<file path="src/rtl/mem_access_ctrl.sv">
// Memory-stage access controller: runs one req/ack bus transaction per load or store,
// steers byte/halfword lanes, extends load data, and flags misalignment and bus timeouts.
module mem_access_ctrl #(
    parameter int unsigned TIMEOUT_CYCLES = 255
) (
    input  logic        clk,
    input  logic        reset,
    input  logic        mem_read,
    input  logic        mem_write,
    input  logic [1:0]  mem_size,
    input  logic        mem_unsigned,
    input  logic [31:0] addr,
    input  logic [31:0] write_data,
    output logic        stall,
    output logic [31:0] read_data,
    output logic        misaligned,
    output logic        bus_timeout,
    output logic        bus_req,
    output logic        bus_we,
    output logic [31:0] bus_addr,
    output logic [3:0]  bus_wstrb,
    output logic [31:0] bus_wdata,
    input  logic        bus_ack,
    input  logic [31:0] bus_rdata
);

    typedef enum logic [1:0] {IDLE, BUSY, DONE} state_t;

    localparam logic [15:0] CNT_LIMIT = 16'(TIMEOUT_CYCLES - 1);

    state_t      state_q, state_d;
    logic [15:0] cnt_q, cnt_d;
    logic [1:0]  size_q, size_d;
    logic        unsigned_q, unsigned_d;
    logic [1:0]  lane_q, lane_d;
    logic [31:0] read_data_q, read_data_d;
    logic        bus_timeout_q, bus_timeout_d;
    logic        bus_req_q, bus_req_d;
    logic        bus_we_q, bus_we_d;
    logic [31:0] bus_addr_q, bus_addr_d;
    logic [3:0]  bus_wstrb_q, bus_wstrb_d;
    logic [31:0] bus_wdata_q, bus_wdata_d;

    logic        access;
    logic        addr_bad;
    logic        start;
    logic        timeout_hit;
    logic [3:0]  lane_strb;
    logic [31:0] lane_wdata;

    function automatic logic [31:0] extend_load(input logic [31:0] word,
                                                input logic [1:0]  size,
                                                input logic [1:0]  lane,
                                                input logic        zext);
        logic [7:0]  b;
        logic [15:0] h;
        logic [31:0] r;
        case (lane)
            2'd0:    b = word[7:0];
            2'd1:    b = word[15:8];
            2'd2:    b = word[23:16];
            default: b = word[31:24];
        endcase
        h = lane[1] ? word[31:16] : word[15:0];
        case (size)
            2'b00:   r = {{24{~zext & b[7]}}, b};
            2'b01:   r = {{16{~zext & h[15]}}, h};
            default: r = word;
        endcase
        return r;
    endfunction

    always_comb begin
        access      = mem_read | mem_write;
        addr_bad    = ((mem_size == 2'b01) & addr[0]) | (mem_size[1] & (addr[1:0] != 2'b00));
        start       = (state_q == IDLE) & access & ~addr_bad;
        timeout_hit = (cnt_q == CNT_LIMIT);
    end

    always_ff @(posedge clk or posedge reset) begin
        if (reset) begin
            state_q       <= IDLE;
            cnt_q         <= '0;
            size_q        <= '0;
            unsigned_q    <= 1'b0;
            lane_q        <= '0;
            read_data_q   <= '0;
            bus_timeout_q <= 1'b0;
            bus_req_q     <= 1'b0;
            bus_we_q      <= 1'b0;
            bus_addr_q    <= '0;
            bus_wstrb_q   <= '0;
            bus_wdata_q   <= '0;
        end else begin
            state_q       <= state_d;
            cnt_q         <= cnt_d;
            size_q        <= size_d;
            unsigned_q    <= unsigned_d;
            lane_q        <= lane_d;
            read_data_q   <= read_data_d;
            bus_timeout_q <= bus_timeout_d;
            bus_req_q     <= bus_req_d;
            bus_we_q      <= bus_we_d;
            bus_addr_q    <= bus_addr_d;
            bus_wstrb_q   <= bus_wstrb_d;
            bus_wdata_q   <= bus_wdata_d;
        end
    end

    // DONE always returns to IDLE so the completed access is never re-issued.
    always_comb begin
        state_d = state_q;
        case (state_q)
            IDLE:    if (start) state_d = BUSY;
            BUSY:    if (bus_ack || timeout_hit) state_d = DONE;
            DONE:    state_d = IDLE;
            default: state_d = IDLE;
        endcase
    end

    always_comb begin
        lane_strb  = 4'hF;
        lane_wdata = write_data;
        case (mem_size)
            2'b00: begin
                lane_strb  = 4'b0001 << addr[1:0];
                lane_wdata = {4{write_data[7:0]}};
            end
            2'b01: begin
                lane_strb  = addr[1] ? 4'b1100 : 4'b0011;
                lane_wdata = {2{write_data[15:0]}};
            end
            default: ;
        endcase
    end

    always_comb begin
        cnt_d         = cnt_q;
        size_d        = size_q;
        unsigned_d    = unsigned_q;
        lane_d        = lane_q;
        read_data_d   = read_data_q;
        bus_timeout_d = 1'b0;
        bus_req_d     = bus_req_q;
        bus_we_d      = bus_we_q;
        bus_addr_d    = bus_addr_q;
        bus_wstrb_d   = bus_wstrb_q;
        bus_wdata_d   = bus_wdata_q;
        case (state_q)
            IDLE: begin
                if (start) begin
                    cnt_d       = '0;
                    size_d      = mem_size;
                    unsigned_d  = mem_unsigned;
                    lane_d      = addr[1:0];
                    bus_req_d   = 1'b1;
                    bus_we_d    = mem_write;
                    bus_addr_d  = {addr[31:2], 2'b00};
                    bus_wstrb_d = mem_write ? lane_strb : 4'b0000;
                    bus_wdata_d = mem_write ? lane_wdata : 32'h0;
                end
            end
            BUSY: begin
                cnt_d = cnt_q + 16'd1;
                // An ack arriving on the last allowed cycle still completes normally.
                if (bus_ack) begin
                    bus_req_d = 1'b0;
                    if (!bus_we_q) read_data_d = extend_load(bus_rdata, size_q, lane_q, unsigned_q);
                end else if (timeout_hit) begin
                    bus_req_d     = 1'b0;
                    bus_timeout_d = 1'b1;
                    if (!bus_we_q) read_data_d = 32'h0;
                end
            end
            default: ;
        endcase
    end

    always_comb begin
        stall      = ~reset & (start | (state_q == BUSY));
        misaligned = ~reset & (state_q == IDLE) & access & addr_bad;
    end

    assign read_data   = read_data_q;
    assign bus_timeout = bus_timeout_q;
    assign bus_req     = bus_req_q;
    assign bus_we      = bus_we_q;
    assign bus_addr    = bus_addr_q;
    assign bus_wstrb   = bus_wstrb_q;
    assign bus_wdata   = bus_wdata_q;

endmodule

</file>
<file path="config.mk">
export PLATFORM = sky130hd
export DESIGN_NAME = mem_access_ctrl
export DESIGN_NICKNAME = d
export VERILOG_FILES = /design/src/rtl/mem_access_ctrl.sv
export SDC_FILE = /design/constraint.sdc
export NUM_CORES = 1
export LEC_CHECK = 0
export CELL_PAD_IN_SITES_DETAIL_PLACEMENT = 1
export CELL_PAD_IN_SITES_GLOBAL_PLACEMENT = 2
export CORE_MARGIN = 2
export CORE_UTILIZATION = 27
export CTS_BUF_LIST = sky130_fd_sc_hd__clkbuf_8
export DETAILED_ROUTE_END_ITERATION = 12
export PLACE_DENSITY_LB_ADDON = 0.1
export SYNTH_ARGS = -nofsm -noshare
export SYNTH_HDL_FRONTEND = slang
export SYNTH_SLANG_ARGS = --single-unit
</file>
<file path="constraint.sdc">
create_clock -name clk -period 5.15 [get_ports clk]
set_input_delay 0.7725 -clock clk [delete_from_list [all_inputs] [get_ports clk]]
set_output_delay 0.7725 -clock clk [all_outputs]
set_load 0.02 [all_outputs]
</file>
* Word-level counts from Yosys, hierarchy flattened
Cells that the tools add are included.
Word-level totals: output and inout port bits 105, flip-flop bits (word level) 124
Operators by class: reductions and logical operators 13, shifts and indexed selects 1, $add $sub $neg 1, bitwise gates (word level) 17, equality and inequality tests 9, mux-type cells 27
Operator list (number):
- 32-bit two-way mux | 5
- 32-bit one-hot mux with 2 select lines | 2
- 16-bit two-way mux | 2
- 16-bit one-hot mux with 2 select lines | 1
- 8-bit two-way mux | 3
- 8-bit one-hot mux with 3 select lines | 1
- 16-bit by 1-bit adder with 16-bit output (second input constant) | 1
- 16-bit by 8-bit equality test with 1-bit output (second input constant) | 1
- 1-bit bitwise AND | 10
- 2-bit by 1-bit equality test with 1-bit output (second input constant) | 4
- 2-bit zero test | 4
- 4-bit two-way mux | 2
- 4-bit one-hot mux with 2 select lines | 1
- 1-bit two-way mux | 6
- 2-bit AND reduction | 3
- 3-bit AND reduction | 2
- 2-bit nonzero test | 3
- 2-bit two-way mux | 2
- 2-bit != test (second input constant) | 2
- 1-bit inverter | 4
- 2-bit one-hot mux with 2 select lines | 1
- 1-bit by 2-bit << shifter with 4-bit output (first input constant) | 1
- 3-bit != test (second input constant) | 1
- 1-bit OR | 3
- other kinds (3) | 3

* Longest topological paths before layout
depth in word-level cells 9, depth in mapped cells 7

* Worst setup path after synthesis
No wires, ideal clock.
path kind input port to output port, start in mem_size[0], end out stall, data required time 4.378 ns, slack 2.337 ns, stages on the path 5, data arrival time 2.040 ns, path through o21ai_1 o2111ai_1 clkbuf_1 clkbuf_1 a21oi_1
Between the ends: word-level cells in the longest chain between the ends 7
Ends and longest elaborated chain:
- start: declaration | RTL line 10 | input logic [1:0] mem_size,
- 2-bit by 1-bit equality test with 1-bit output | RTL line 75 | addr_bad = ((mem_size == 2'b01) & addr[0]) | (mem_size[1] & (addr[1:0] != 2'b00));
- 1-bit bitwise AND | RTL line 75
- 1-bit OR | RTL line 75
- 1-bit inverter | RTL line 76 | start = (state_q == IDLE) & access & ~addr_bad;
- 1-bit bitwise AND | RTL line 76
- 1-bit OR | RTL line 180 | stall = ~reset & (start | (state_q == BUSY));
- 1-bit bitwise AND | RTL line 180
- end: declaration | RTL line 14 | output logic stall,
Every way passes these cells.

* Final worst setup path
start in mem_size[1], end out stall
Between the ends: word-level cells in the longest chain between the ends 7
Ends and longest elaborated chain (RTL line):
- 2-bit by 1-bit equality test with 1-bit output | 75
- 1-bit bitwise AND | 75
- 1-bit OR * | 75
- 1-bit inverter * | 76
- 1-bit bitwise AND * | 76
- 1-bit OR * | 180
- 1-bit bitwise AND * | 180
Mark *: on every way between the ends. The rest lies on a longest branch, timed or not.

==> results.md <==
* Post-CTS Setup Repair Bufs at 0
* Post-synth EDFFs at 0
* Post-Layout Cell Count at roughly 1100
* # DRC at 0
* Sequential area share after synthesis at 52.9%
* Crit share post-route at roughly two thirds
* Inserted Clock Buffers at 17
* Antenna violations before repair at 2
* Rows at 53
* Static Leakage at between 3 and 4 nW
* CTS Sinks at about 120
* CP Class: input port to primary output
* Synth area leader: dfrtp_1
* Clk_lat worst skew at between 0.4 and 0.5 ns
* Vias in the first global route at between 5000 and 6000
* Max frequency at between 200 and 300 MHz
* Core Box Area at ~0.021 mm2
* Post-layout nets at 914
* Setup ws final at between 1.5 and 2 ns
* Clock transition at path regs at 0.08 ns
* First-pass GRT wire length at between 30000 and 40000 um
* # fillers at approximately 2400
* Final ANT Viol Nets at 0
* Mapped Cells at slightly above 600
* Post-Route WL at 19700 um
* Worst rel slew slack at a little under a quarter
* Slack of the worst reg-to-reg path at 2.77 ns
* DPL Wire Length at about 14000 um
* Crit path DAT at 2.71 ns
* H-tree levels at 4
* Final TNS setup at 0 ns
* Die W at approximately 150 um
* Maximum VDD drop at roughly 0.00016 V
* Synth Flop Type: dfrtp_1
* Ys async rst share at 100%
* Synth warn at 0
* Critical path peak fanout at 31
* Power per cell area at roughly 500 mW/mm2
* Type of the most critical hold path: register to register
* Synth Register Bits at approximately 120
* Post-CTS Resized at 0
* Run status: completed
* Root Buffer Master: clkbuf_8
* Largest net degree at the start of global routing at roughly 110
* IO buf count at between 200 and 250
* Clk buf depth at 2
* Final Critical Period at 3.48 ns
* CP Capture Type: primary output
* Skew final at approximately 0.017 ns
* Starting Density at 27.7%
* Most frequent cells in the layout: clkdlybuf4s50_1, nand2_1, dfrtp_1, o21ai_0, mux2i_1
* Grt total ovfl at 0
* RePlAce Congestion at between 0.7 and 0.8
* Final number of hold-violating endpoints at 0
* Die Y at ~150 um
* Fin util at 40.7%
* Via count at 5282
* Vias per cell at roughly 4.8
* CTS tree: done
* Hold Slack at ~0.47 ns
* Layout area overhead at 46.6%
* Placed insts at ~1100
* Synth area leaders: dfrtp_1, nand2_1, mux2i_1, a22o_1, o21ai_0
* DR pass1 iterations at 4
* Multi-input logic area at 0.00257 mm2
* Register area at ~0.0031 mm2
* Worst Tran Pin Value at approximately 1.2 ns
* # hold bufs at CTS at 0
* RSZ-0062 raised after global routing: false
* Pre-CTS setup slack at roughly 1.7 ns
* GRT Util Overall at 17.7%
* Max Cap Violations at 0
* Area share of the largest cell type after synthesis at between 50% and 60%
* Mapped Avg Cell Area at about 9.5 um2
* Most common cell after layout, fill and taps aside: clkdlybuf4s50_1
* Ports at approximately 210
* Starting DRT DRC Count at about 210
* Die area at around 0.023 mm2
* Final setup fails at 0
* Post-DR wirelength/cell at between 15 and 20 um
* Share of layout cells above drive strength 1 at under 10%
* CP startpoint kind: input port
* Final max-slew violation count at 0
* Critical path required time at around 4.4 ns
* Distinct cells, synth at 52
* Cell Area, Synth at 0.00587 mm2
[sequential cells by signal, indices dropped and copies added, names as in the netlist]
signal       cells
lane_q           2
bus_req          1
state_q          2
read_data       32
bus_timeout      1
bus_we           1
cnt_q           16
bus_wstrb        4
bus_addr        30
size_q           2
bus_wdata       32
unsigned_q       1
[worst paths after layout]
kind	cells after the start	startpoint	end
max	6	mem_size[1]	stall
min reg2reg	2	bus_wdata[5]$_DFFE_PP0P_	bus_wdata[5]$_DFFE_PP0P_
min in group asynchronous	2	reset	bus_wdata[21]$_DFFE_PP0P_
min	2	bus_wdata[5]$_DFFE_PP0P_	bus_wdata[5]$_DFFE_PP0P_
max reg2reg	4	lane_q[1]$_DFFE_PP0P_	read_data[12]$_DFFE_PP0P_
max in group asynchronous	3	reset	read_data[19]$_DFFE_PP0P_
[cell type report]
type	count	share of cell area, %
antenna	1	0.0291
tap	275	4.00
multi-input combinational	443	29.9
clock buffer	17	2.72
timing repair buffer	215	24.7
inverter	7	0.334
sequential	124	36.1
clock inverter	14	2.25
[cell families after synthesis]
logic type               share of synthesized area [%]
buffers and inverters                             3.73
multiplexers                                      7.36
AO/OA/AOI/OAI                                     14.1
other                                           0.0639
adder cells (fa/ha/maj)                          0.426
AND/OR/NAND/NOR                                   21.3
XOR/XNOR                                         0.149
flip-flops                                        52.9
[routing by layer]
layer	vias to the layer above	global-route usage [%]	share of wire (%)
li1	2510	-	-
met1	2612	22.1	42
met2	139	29.2	49
met3	19	6.81	7.4
met4	2	4.02	0.99
met5	-	0	0.061
[synthesized netlist by cell type (2+ instances only)]
library cell	instances
nand2_1	180
dfrtp_1	124
o21ai_0	35
mux2i_1	33
clkbuf_1	32
nand3_1	32
a22o_1	29
o31ai_1	21
nand2b_1	19
a21oi_1	18
nor2b_1	10
mux2_2	9
nor2_1	8
inv_1	6
nand4_1	6
buf_1	5
o211ai_1	4
buf_6	3
nor3_1	3
and2_1	2
buf_4	2
ha_1	2
nand4b_1	2
nor3b_1	2
o2bb2ai_1	2
[power breakdown]
part,internal [mW],leakage [nW],switching [mW]
Clock,0.528,0.213,0.436
Sequential,1.29,1.59,0.227
Combinational,0.863,1.97,0.974
[through the flow]
| stage | instance area (um2) | total power [mW] |
|---|---|---|
| floorplan | 5870 | 2.47 |
| global placement | 8170 | 3.37 |
| detailed placement | 8170 | 3.41 |
| CTS | 8600 | 4.39 |
| global route | 8600 | 4.61 |
| finish | 8600 | 4.32 |
[critical path, cell delays in order]
cell and delay, ns:
clkdlybuf4s50_1 0.39, buf_4 0.24, o21ai_1 0.33, o2111ai_4 0.17, a21oi_1 0.18, clkdlybuf4s50_1 0.62
No activity file was read; power rests on OpenSTA's default activity.
